**src/rtl/pe_pkg.sv**
```systemverilog
// Shared mode constants and the signed accumulator adder for the PE.
// Build option PE_MAC_SAT_EN: clamp on overflow instead of two's-complement wrap.
package pe_pkg;

   localparam logic PE_MODE_WS = 1'b0;
   localparam logic PE_MODE_OS = 1'b1;

   // Sums are computed at 64 bits, so callers must keep acc_w <= 63.
   localparam int PE_SUM_W = 64;

   typedef struct packed {
      logic                ovf;
      logic [PE_SUM_W-1:0] sum;
   } pe_add_t;

   // Signed addition of two values that already fit in acc_w bits.
   function automatic pe_add_t sat_add(input logic signed [PE_SUM_W-1:0] a,
                                       input logic signed [PE_SUM_W-1:0] b,
                                       input int acc_w);
      logic signed [PE_SUM_W-1:0] full;
      logic signed [PE_SUM_W-1:0] max_v;
      logic signed [PE_SUM_W-1:0] min_v;
`ifndef PE_MAC_SAT_EN
      logic signed [PE_SUM_W-1:0] wrap;
`endif
      pe_add_t r;
      max_v = (64'sd1 <<< (acc_w - 1)) - 64'sd1;
      min_v = -max_v - 64'sd1;
      full  = a + b;
      r.ovf = (full > max_v) || (full < min_v);
`ifdef PE_MAC_SAT_EN
      r.sum = r.ovf ? ((full > max_v) ? max_v : min_v) : full;
`else
      wrap  = full <<< (PE_SUM_W - acc_w);
      wrap  = wrap >>> (PE_SUM_W - acc_w);
      r.sum = wrap;
`endif
      return r;
   endfunction

endpackage

```
**src/rtl/pe_mac_sys_if.sv**
```systemverilog
// Operand, forwarding and result bundle of one systolic PE.
interface pe_mac_sys_if #(
   parameter int DATA_W = 16,
   parameter int ACC_W  = 40
);
   logic                     mode;
   logic signed [DATA_W-1:0] w_in;
   logic                     w_load;
   logic signed [DATA_W-1:0] w_out;
   logic signed [DATA_W-1:0] x_in;
   logic                     x_valid_in;
   logic signed [DATA_W-1:0] x_out;
   logic                     x_valid_out;
   logic signed [ACC_W-1:0]  acc_in;
   logic                     drain;
   logic signed [ACC_W-1:0]  res;
   logic                     res_valid;
   logic                     ovf;

   modport master (
      output mode, w_in, w_load, x_in, x_valid_in, acc_in, drain,
      input  w_out, x_out, x_valid_out, res, res_valid, ovf
   );

   modport slave (
      input  mode, w_in, w_load, x_in, x_valid_in, acc_in, drain,
      output w_out, x_out, x_valid_out, res, res_valid, ovf
   );
endinterface

```
**src/rtl/pe_mac_sys_mul_pipe.sv**
```systemverilog
// Signed DATA_W x DATA_W multiplier with MUL_LAT register stages carrying
// valid, mode and an ACC_W-bit sideband alongside the product.
module pe_mul_pipe
   import pe_pkg::*;
#(
   parameter int DATA_W  = 16,
   parameter int ACC_W   = 40,
   parameter int MUL_LAT = 2
) (
   input  logic                       clk,
   input  logic                       rst_n,
   input  logic                       en,
   input  logic                       valid_i,
   input  logic                       mode_i,
   input  logic signed [DATA_W-1:0]   a_i,
   input  logic signed [DATA_W-1:0]   b_i,
   input  logic signed [ACC_W-1:0]    side_i,
   output logic                       valid_o,
   output logic                       mode_o,
   output logic signed [2*DATA_W-1:0] prod_o,
   output logic signed [ACC_W-1:0]    side_o
);
   localparam int PW = 2 * DATA_W;

   logic                 vld_q  [MUL_LAT];
   logic                 mode_q [MUL_LAT];
   logic signed [PW-1:0] prod_q [MUL_LAT];
   logic signed [ACC_W-1:0] side_q [MUL_LAT];
   logic signed [PW-1:0] prod_d;

   assign prod_d = PW'(a_i) * PW'(b_i);

   for (genvar gi = 0; gi < MUL_LAT; gi++) begin : g_stage
      if (gi == 0) begin : g_head
         always_ff @(posedge clk or negedge rst_n) begin
            if (!rst_n) begin
               vld_q[gi]  <= 1'b0;
               mode_q[gi] <= PE_MODE_WS;
               prod_q[gi] <= '0;
               side_q[gi] <= '0;
            end else if (en) begin
               vld_q[gi]  <= valid_i;
               mode_q[gi] <= mode_i;
               prod_q[gi] <= prod_d;
               side_q[gi] <= side_i;
            end
         end
      end else begin : g_tail
         always_ff @(posedge clk or negedge rst_n) begin
            if (!rst_n) begin
               vld_q[gi]  <= 1'b0;
               mode_q[gi] <= PE_MODE_WS;
               prod_q[gi] <= '0;
               side_q[gi] <= '0;
            end else if (en) begin
               vld_q[gi]  <= vld_q[gi-1];
               mode_q[gi] <= mode_q[gi-1];
               prod_q[gi] <= prod_q[gi-1];
               side_q[gi] <= side_q[gi-1];
            end
         end
      end
   end

   assign valid_o = vld_q[MUL_LAT-1];
   assign mode_o  = mode_q[MUL_LAT-1];
   assign prod_o  = prod_q[MUL_LAT-1];
   assign side_o  = side_q[MUL_LAT-1];
endmodule

```
**src/rtl/pe_mac_sys.sv**
```systemverilog
// Systolic PE: pipelined signed MAC, weight-stationary or output-stationary per operand.
// Build option PE_MAC_SAT_EN selects saturating instead of wrapping accumulation.
module pe_mac_sys
   import pe_pkg::*;
#(
   parameter int DATA_W  = 16,
   parameter int ACC_W   = 40,
   parameter int MUL_LAT = 2
) (
   input logic        clk,
   input logic        rst_n,
   input logic        en,
   pe_mac_sys_if.slave bus
);
   logic signed [DATA_W-1:0]   w_stat_q, w_stat_d;
   logic signed [DATA_W-1:0]   w_out_q, w_out_d;
   logic signed [DATA_W-1:0]   x_out_q, x_out_d;
   logic                       x_vout_q, x_vout_d;
   logic signed [ACC_W-1:0]    res_q, res_d;
   logic                       res_vld_q, res_vld_d;
   logic                       ovf_q, ovf_d;
   logic signed [ACC_W-1:0]    acc_q, acc_d;

   logic signed [DATA_W-1:0]   b_op;
   logic                       m_valid, m_mode;
   logic signed [2*DATA_W-1:0] m_prod;
   logic signed [ACC_W-1:0]    m_side;
   logic signed [ACC_W-1:0]    prod_ext;
   pe_add_t                    ws_add, os_add;
   logic                       unused_hi;

   // Stationary weight is read before this cycle's w_load lands.
   assign b_op = (bus.mode == PE_MODE_OS) ? bus.w_in : w_stat_q;

   pe_mul_pipe #(.DATA_W(DATA_W), .ACC_W(ACC_W), .MUL_LAT(MUL_LAT)) u_mul (
      .clk(clk), .rst_n(rst_n), .en(en),
      .valid_i(bus.x_valid_in), .mode_i(bus.mode),
      .a_i(bus.x_in), .b_i(b_op), .side_i(bus.acc_in),
      .valid_o(m_valid), .mode_o(m_mode), .prod_o(m_prod), .side_o(m_side)
   );

   assign prod_ext  = ACC_W'(m_prod);
   assign unused_hi = ^{ws_add.sum[PE_SUM_W-1:ACC_W], os_add.sum[PE_SUM_W-1:ACC_W]};

   always_comb begin
      w_stat_d  = bus.w_load ? bus.w_in : w_stat_q;
      w_out_d   = bus.w_in;
      x_out_d   = bus.x_in;
      x_vout_d  = bus.x_valid_in;
      res_d     = res_q;
      res_vld_d = 1'b0;
      ovf_d     = ovf_q;
      acc_d     = acc_q;
      ws_add    = sat_add(64'(m_side), 64'(prod_ext), ACC_W);
      os_add    = sat_add(64'(acc_q), 64'(prod_ext), ACC_W);
      // A WS result owns the output port; a drain in that same cycle is not honoured.
      if (m_valid && m_mode == PE_MODE_WS) begin
         res_d     = ws_add.sum[ACC_W-1:0];
         res_vld_d = 1'b1;
         ovf_d     = ovf_q | ws_add.ovf;
      end else begin
         if (m_valid) begin
            acc_d = os_add.sum[ACC_W-1:0];
            ovf_d = ovf_q | os_add.ovf;
         end
         if (bus.drain) begin
            res_d     = acc_d;
            res_vld_d = 1'b1;
            acc_d     = '0;
         end
      end
   end

   always_ff @(posedge clk or negedge rst_n) begin
      if (!rst_n) begin
         w_stat_q  <= '0;
         w_out_q   <= '0;
         x_out_q   <= '0;
         x_vout_q  <= 1'b0;
         res_q     <= '0;
         res_vld_q <= 1'b0;
         ovf_q     <= 1'b0;
         acc_q     <= '0;
      end else if (en) begin
         w_stat_q  <= w_stat_d;
         w_out_q   <= w_out_d;
         x_out_q   <= x_out_d;
         x_vout_q  <= x_vout_d;
         res_q     <= res_d;
         res_vld_q <= res_vld_d;
         ovf_q     <= ovf_d;
         acc_q     <= acc_d;
      end
   end

   assign bus.w_out       = w_out_q;
   assign bus.x_out       = x_out_q;
   assign bus.x_valid_out = x_vout_q;
   assign bus.res         = res_q;
   assign bus.res_valid   = res_vld_q;
   assign bus.ovf         = ovf_q;
endmodule

```
**src/flat_wrapper.sv**
```systemverilog
// flat-port wrapper written by rule: the top's interface ports become plain ports
module pe_mac_sys_flat import pe_pkg::*;
#(
   parameter int DATA_W  = 16,
   parameter int ACC_W   = 40,
   parameter int MUL_LAT = 2
)
  (clk, rst_n, en, bus_mode, bus_w_in, bus_w_load, bus_x_in, bus_x_valid_in, bus_acc_in, bus_drain, bus_w_out, bus_x_out, bus_x_valid_out, bus_res, bus_res_valid, bus_ovf);
  pe_mac_sys_if #(.DATA_W(DATA_W), .ACC_W(ACC_W)) bus_i ();
  input logic clk;
  input logic rst_n;
  input logic en;
  input wire logic [$bits(bus_i.mode)-1:0] bus_mode;
  input wire logic [$bits(bus_i.w_in)-1:0] bus_w_in;
  input wire logic [$bits(bus_i.w_load)-1:0] bus_w_load;
  input wire logic [$bits(bus_i.x_in)-1:0] bus_x_in;
  input wire logic [$bits(bus_i.x_valid_in)-1:0] bus_x_valid_in;
  input wire logic [$bits(bus_i.acc_in)-1:0] bus_acc_in;
  input wire logic [$bits(bus_i.drain)-1:0] bus_drain;
  output wire logic [$bits(bus_i.w_out)-1:0] bus_w_out;
  output wire logic [$bits(bus_i.x_out)-1:0] bus_x_out;
  output wire logic [$bits(bus_i.x_valid_out)-1:0] bus_x_valid_out;
  output wire logic [$bits(bus_i.res)-1:0] bus_res;
  output wire logic [$bits(bus_i.res_valid)-1:0] bus_res_valid;
  output wire logic [$bits(bus_i.ovf)-1:0] bus_ovf;
  assign bus_i.mode = bus_mode;
  assign bus_i.w_in = bus_w_in;
  assign bus_i.w_load = bus_w_load;
  assign bus_i.x_in = bus_x_in;
  assign bus_i.x_valid_in = bus_x_valid_in;
  assign bus_i.acc_in = bus_acc_in;
  assign bus_i.drain = bus_drain;
  assign bus_w_out = bus_i.w_out;
  assign bus_x_out = bus_i.x_out;
  assign bus_x_valid_out = bus_i.x_valid_out;
  assign bus_res = bus_i.res;
  assign bus_res_valid = bus_i.res_valid;
  assign bus_ovf = bus_i.ovf;
  pe_mac_sys #(.DATA_W(DATA_W), .ACC_W(ACC_W), .MUL_LAT(MUL_LAT)) u_core (.clk(clk), .rst_n(rst_n), .en(en), .bus(bus_i));
endmodule
```
**config.mk**
```make
export PLATFORM = sky130hd
export DESIGN_NAME = pe_mac_sys_flat
export DESIGN_NICKNAME = d
export VERILOG_FILES = /design/src/rtl/pe_pkg.sv /design/src/rtl/pe_mac_sys_if.sv /design/src/rtl/pe_mac_sys_mul_pipe.sv /design/src/rtl/pe_mac_sys.sv /design/src/flat_wrapper.sv
export SDC_FILE = /design/constraint.sdc
export NUM_CORES = 1
export LEC_CHECK = 0
export CORE_ASPECT_RATIO = 1.5
export CORE_MARGIN = 1
export CORE_UTILIZATION = 40
export CTS_CLUSTER_SIZE = 24
export DETAILED_ROUTE_END_ITERATION = 7
export HOLD_SLACK_MARGIN = 0.08
export SYNTH_ARGS = -nofsm -noshare
export SYNTH_HDL_FRONTEND = slang
export SYNTH_SLANG_ARGS = --single-unit
```
**constraint.sdc**
```tcl
create_clock -name clk -period 13.8 [get_ports clk]
set_input_delay 2.07 -clock clk [delete_from_list [all_inputs] [get_ports clk]]
set_output_delay 2.07 -clock clk [all_outputs]
set_load 0.02 [all_outputs]
```
* Word-level counts from Yosys, hierarchy flattened
Cells that the tools add are included.
** Storage, ports and cells
- Register bits after elaboration :: 278
- Input port bits :: 79
- Output and inout port bits :: 75
- Word-level logic and storage cells :: 44
** Cells by class
- $add $sub $neg :: 2
- Multiply operators :: 1
- Magnitude comparators :: 4
- Muxes and demuxes :: 9
- Bitwise gates (word level) :: 4
- Reduce and logical (&&, ||, !) cells :: 9
** Operator list (count)
- 40-bit 2-to-1 mux :: 4
- 64-bit by 40-bit > comparator with 1-bit output (second input constant) :: 2
- 64-bit by 40-bit less-than comparator with 1-bit output (second input constant) :: 2
- 40-bit by 32-bit adder with 41-bit output :: 2
- 16-bit by 16-bit multiplier with 32-bit output :: 1
- 16-bit 2-to-1 mux :: 1
- 2-bit AND reduction :: 4
- 1-bit 2-to-1 mux :: 4
- 2-bit nonzero test :: 2
- 1-bit logical OR :: 2
- 1-bit inverter :: 2
- 1-bit bitwise OR :: 2
- 1-bit logical AND :: 1

* Logic depth before layout (Yosys ltp)
- Depth in word-level cells :: 6
- Mapped depth :: 28
- Gate-level depth less buffers :: 25

* Cells and area by module
Synthesis repeated with hierarchy kept, for this count alone.
** Unflattened totals
- Cells, all modules :: 2684
- Area, all modules :: 26031.2 um^2
** By module, submodules not included
- pe_mul_pipe :: times used 1, cells each 1503, area each 15886.5 um^2, sequential area each 3703.6 um^2
- pe_mac_sys :: times used 1, cells each 1181, area each 10144.7 um^2, sequential area each 3278.1 um^2

* Worst setup path after synthesis
No wires, ideal clock.
- Kind :: input to register
- From :: input port bus_mode
- To :: register u_core.u_mul.prod_q[61] (netlist bit)
- Library setup time :: 0.125 ns
- Arrival :: 8.881 ns
- Data required time :: 13.675 ns
- Slack :: 4.795 ns
- Stages on the path :: 26
- Path buffers :: 3
- Cells stage by stage :: clkbuf_1 buf_1 mux2_2 clkbuf_1 and2_1 fa_1 inv_1 fa_1 inv_1 fa_1 fa_1 fa_1 inv_1 fa_1 inv_1 ha_1 a21o_1 a21o_1 a21oi_1 o21ai_0 a41oi_1 o21ai_0 a21oi_1 o21bai_1 xor2_1 mux2_2
** On the way
- Word-level cells in the longest chain between the ends :: 2
** Ends and longest elaborated chain
- start, declared :: RTL line flat_wrapper.sv:13 : input wire logic [$bits(bus_i.mode)-1:0] bus_mode;
- 16-bit 2-to-1 mux :: RTL line pe_mac_sys.sv:33 : assign b_op = (bus.mode == PE_MODE_OS) ? bus.w_in : w_stat_q;
- 16-bit by 16-bit multiplier with 32-bit output :: RTL line pe_mac_sys_mul_pipe.sv:31 : assign prod_d = PW'(a_i) * PW'(b_i);
- end signal, assigned by index :: RTL line pe_mac_sys_mul_pipe.sv:44 : prod_q[gi] <= prod_d;
- end, declared :: RTL line pe_mac_sys_mul_pipe.sv:27 : logic signed [PW-1:0] prod_q [MUL_LAT];
Every way passes these cells.
A chain may end at the register's enable or synchronous reset.

* Final worst setup path
- From :: input port bus_mode
- To :: register u_core.u_mul.prod_q[62] (netlist bit)
Same word-level chain as after synthesis.

==> qor.json <==
{
  "critical_path.reg2reg.endpoint": "u_core.u_mul.prod_q[62]$_DFFE_PN0P_",
  "grt_pass1_vias": 19830,
  "route.vias.total": 18250,
  "max_freq_mhz": 104.4,
  "synth_commonest_cells": "336 x sky130_fd_sc_hd__inv_1, 278 x sky130_fd_sc_hd__dfrtp_1, 264 x sky130_fd_sc_hd__fa_1, 249 x sky130_fd_sc_hd__nand2_1, 202 x sky130_fd_sc_hd__mux2_2",
  "global_route.usage.total": 0.2130,
  "worst_slew_margin_rel": 0.2392,
  "synthMostInstantiatedCell": "sky130_fd_sc_hd__inv_1",
  "fin_skew_ps": 12.29,
  "synth.avg_cell_area_um2": 9.993,
  "area_occupied_by_multi_input_gates_mm2": 0.01647,
  "worstSetupStartpointType": "input pin",
  "cp_data_arrival_time_ps": 10040,
  "die_x_um": 206.3,
  "timing.setup.critical_path_class": "in -> reg",
  "ys_seq_area_frac": 0.2777,
  "finalNetCount": 3115,
  "path_clk_slew_ps": 60,
  "synth_enable_flop_cells": 0,
  "period_share": 0.6944,
  "critical-path-max-stage-delay_ps": 1140,
  "rsz0062_at_grt": "no",
  "grt_max_degree": 142,
  "cts.path.max_buffers": 3,
  "warning_count_from_the_yosys_run": 0,
  "detailed_route_wire_length_per_cell_um": 19.11,
  "min_delay_worst_endpoint": "u_core.u_mul.prod_q[38]$_DFFE_PN0P_",
  "run_status": "finished with violations",
  "effective_utilization_at_floorplan": 0.4036,
  "floorplan.die.height_um": 308.5,
  "cp_common_cell": "sky130_fd_sc_hd__fa_1",
  "met3_layer_usage_reported_by_global_route": 0.02039,
  "crit_fanout": 17,
  "netlist_area_mm2": 0.02505,
  "period_needed_ps": 9583,
  "synthDistinctLibCells": 71,
  "core_region_area_mm2": 0.06208,
  "crit_path_top_delay_cell": "sky130_fd_sc_hd__clkdlybuf4s50_1",
  "ys_ff_latch": 278,
  "timing.final.hold_violations": 0,
  "detailedPlace.worstSlack_ps": 3624,
  "min-delay-start": "u_core.u_mul.prod_q[38]$_DFFE_PN0P_",
  "synth_top_cell_by_area": "sky130_fd_sc_hd__dfrtp_1",
  "cts-root-buf": "sky130_fd_sc_hd__clkbuf_16",
  "max_slew.worst_pin.slew_ps": 1119,
  "ys_async_sr_fraction": 1.000,
  "synth_top_cells_by_area": "sky130_fd_sc_hd__dfrtp_1 28%, sky130_fd_sc_hd__fa_1 21%, sky130_fd_sc_hd__mux2_2 9.1%",
  "fill_cells": 5860,
  "detailed_route_iter0_violations": 896,
  "post_route_cells_drive_above_1_share": 0.1162,
  "tritoncts.num_buffers": 31,
  "count_of_pins_over_their_slew_limit": 0,
  "detail_route.vias_per_cell": 5.317,
  "r2r_setup_slack_ps": 6650,
  "syn_nets": 3012,
  "floorplan.die_area_mm2": 0.06366,
  "hold_class": "reg -> reg",
  "cts_tree": "yes",
  "sequential_cell_area_mm2": 0.006957,
  "gp_routability_congestion": 0.8825,
  "cts_hold_buf": 0,
  "max_cap_check_violation_count": 0,
  "drt.antenna.violating_nets": 0,
  "global_route_met1_utilization": 0.2617,
  "netlist_instances": 2507,
  "total_congestion_overflow_after_global_routing": 0,
  "route.final.wire_length_mm": 65.59,
  "timing.critical_path.required_ps": 14260,
  "synth_top_cell_area_share": 0.2777,
  "crit_path_end_kind": "flip-flop",
  "cts.htree.levels": 1,
  "antenna_found_initial": 0,
  "clock_latency_on_the_worst_skew_pair_ps": 580,
  "grt_first_pass_wirelength_mm": 106.6,
  "cts.repair.resized": 0,
  "port_buffers": 153,
  "cts.sink_count": 278,
  "hpwlAfterDp_mm": 52.16,
  "setup_tns_ps": 0,
  "design.portCount": 154,
  "failing_checks": "design-rule violations",
  "drt_pre_antenna_iters": 7,
  "num_rows": 112,
  "global_route.peak_usage_layer": "met2",
  "final_critical_path_setup_slack_ps": 4217,
  "syn_to_final_growth_pct": 13.62,
  "setup_failing_eps_final": 0,
  "hold_depth": 1,
  "post_cts_buffers": 0,
  "worstReg2RegStart": "u_core.w_stat_q[6]$_DFFE_PN0P_",
  "critical_path.cell_chain": "clkdlybuf4s50_1 -> mux2_2 -> and2_1 -> fa_1 -> inv_1 -> fa_1 -> fa_1 -> fa_1 -> inv_1 -> fa_1 -> inv_1 -> fa_1 -> inv_1 -> ha_1 -> and3_1 -> and3_1 -> a2111oi_2 -> o31ai_1 -> a21oi_2 -> o41ai_1 -> a31oi_1 -> o21ai_1 -> xor2_1 -> mux2_2",
  "post-route-drc-count": 56,
  "ys_dominant_reg_cell": "sky130_fd_sc_hd__dfrtp_1",
  "grt.met2_usage": 0.3850,
  "reg2regPathDepth": 23
}
==> worst max-delay path, delay by kind of cell <==
| kind | cells | cell delay, ps |
|---|---|---|
| fa+ha+maj | 7 | 3460 |
| compound gates | 6 | 1630 |
| buf+inv | 5 | 1340 |
| mux | 2 | 820 |
| simple gates | 3 | 630 |
| xor+xnor | 1 | 80 |
==> worst max path at each step <==
stage          depth (start not counted)  startpoint                                   to
3_5_place_dp                          24    bus_mode  u_core.u_mul.prod_q[62]$_DFFE_PN0P_
2_1_floorplan                         26    bus_mode  u_core.u_mul.prod_q[61]$_DFFE_PN0P_
3_3_place_gp                          24    bus_mode  u_core.u_mul.prod_q[62]$_DFFE_PN0P_
4_1_cts                               24    bus_mode  u_core.u_mul.prod_q[62]$_DFFE_PN0P_
5_1_grt                               24    bus_mode  u_core.u_mul.prod_q[62]$_DFFE_PN0P_
6_report                              24    bus_mode  u_core.u_mul.prod_q[62]$_DFFE_PN0P_
==> layout make-up <==
| cell class | count | area share |
|---|---|---|
| Clock inverter | 18 | 0.009582 |
| Clock buffer | 38 | 0.02923 |
| Sequential cell | 278 | 0.2444 |
| Tap cell | 798 | 0.03508 |
| Timing Repair Buffer | 168 | 0.05851 |
| Antenna cell | 1 | 0.00008791 |
| Inverter | 337 | 0.04444 |
| Multi-Input combinational cell | 1794 | 0.5787 |
==> state kept, by name, indices dropped and copies added (netlist names), 16 cells and up <==
signal / flops
u_core.acc_q: 40
u_core.bus.res: 40
u_core.bus.w_out: 16
u_core.bus.x_out: 16
u_core.u_mul.prod_o: 32
u_core.u_mul.prod_q: 32
u_core.u_mul.side_o: 40
u_core.u_mul.side_q: 40
u_core.w_stat_q: 16
==> logic make-up (layout without fill, tap and decap cells) <==
group,count (synthesis),count (layout),synth area share
compound gates,468,468,0.1207
simple gates,568,568,0.1068
buf+inv,435,561,0.06552
xor+xnor,107,107,0.03741
flops,278,278,0.2777
other cells,0,1,0
mux,225,225,0.09998
fa+ha+maj,426,426,0.2919
==> metrics by stage <==
stage	hold slack, ps	cells	instance area [um2]	utilization
after detailed placement	464.0	3375	27360	0.4407
after global routing	490.4	3431	28460	0.4585
final	470.8	3432	28460	0.4585
after global placement	459.5	3375	27360	0.4407
after CTS	478.7	3431	28460	0.4585
after floorplan	448.0	2507	25050	-
==> layer usage <==
layer,share of wire,vias to the layer above
li1,-,8515
met1,0.42,9215
met2,0.51,384
met3,0.036,135
met4,0.035,0
met5,0,-
==> layout by cell type (no fill, tap or decap), types with 5 or more instances in the layout <==
cell	instances
sky130_fd_sc_hd__nor2b_1	34
sky130_fd_sc_hd__and2_1	98
sky130_fd_sc_hd__bufinv_16	6
sky130_fd_sc_hd__a31o_2	6
sky130_fd_sc_hd__o21bai_1	19
sky130_fd_sc_hd__buf_4	14
sky130_fd_sc_hd__a21oi_1	131
sky130_fd_sc_hd__inv_1	336
sky130_fd_sc_hd__o211ai_1	12
sky130_fd_sc_hd__xor2_1	32
sky130_fd_sc_hd__a21o_1	47
sky130_fd_sc_hd__fa_1	264
sky130_fd_sc_hd__mux2_2	202
sky130_fd_sc_hd__o22ai_1	5
sky130_fd_sc_hd__nand3_1	15
sky130_fd_sc_hd__clkbuf_16	31
sky130_fd_sc_hd__a211oi_1	16
sky130_fd_sc_hd__or2_2	11
sky130_fd_sc_hd__o221ai_1	7
sky130_fd_sc_hd__nor2_1	95
sky130_fd_sc_hd__nor3_1	13
sky130_fd_sc_hd__o31ai_1	7
sky130_fd_sc_hd__nand2b_1	12
sky130_fd_sc_hd__mux2i_1	22
sky130_fd_sc_hd__o21a_1	22
sky130_fd_sc_hd__and3_1	17
sky130_fd_sc_hd__a22o_1	16
sky130_fd_sc_hd__clkdlybuf4s50_1	151
sky130_fd_sc_hd__dfrtp_1	278
sky130_fd_sc_hd__a31oi_1	14
sky130_fd_sc_hd__xnor2_1	75
sky130_fd_sc_hd__ha_1	162
sky130_fd_sc_hd__nand2_1	249
sky130_fd_sc_hd__nand4_1	10
sky130_fd_sc_hd__o21ai_0	115
Power is not shown: default switching activity piles up to over one toggle a cycle in this logic, so the estimate is an artifact.
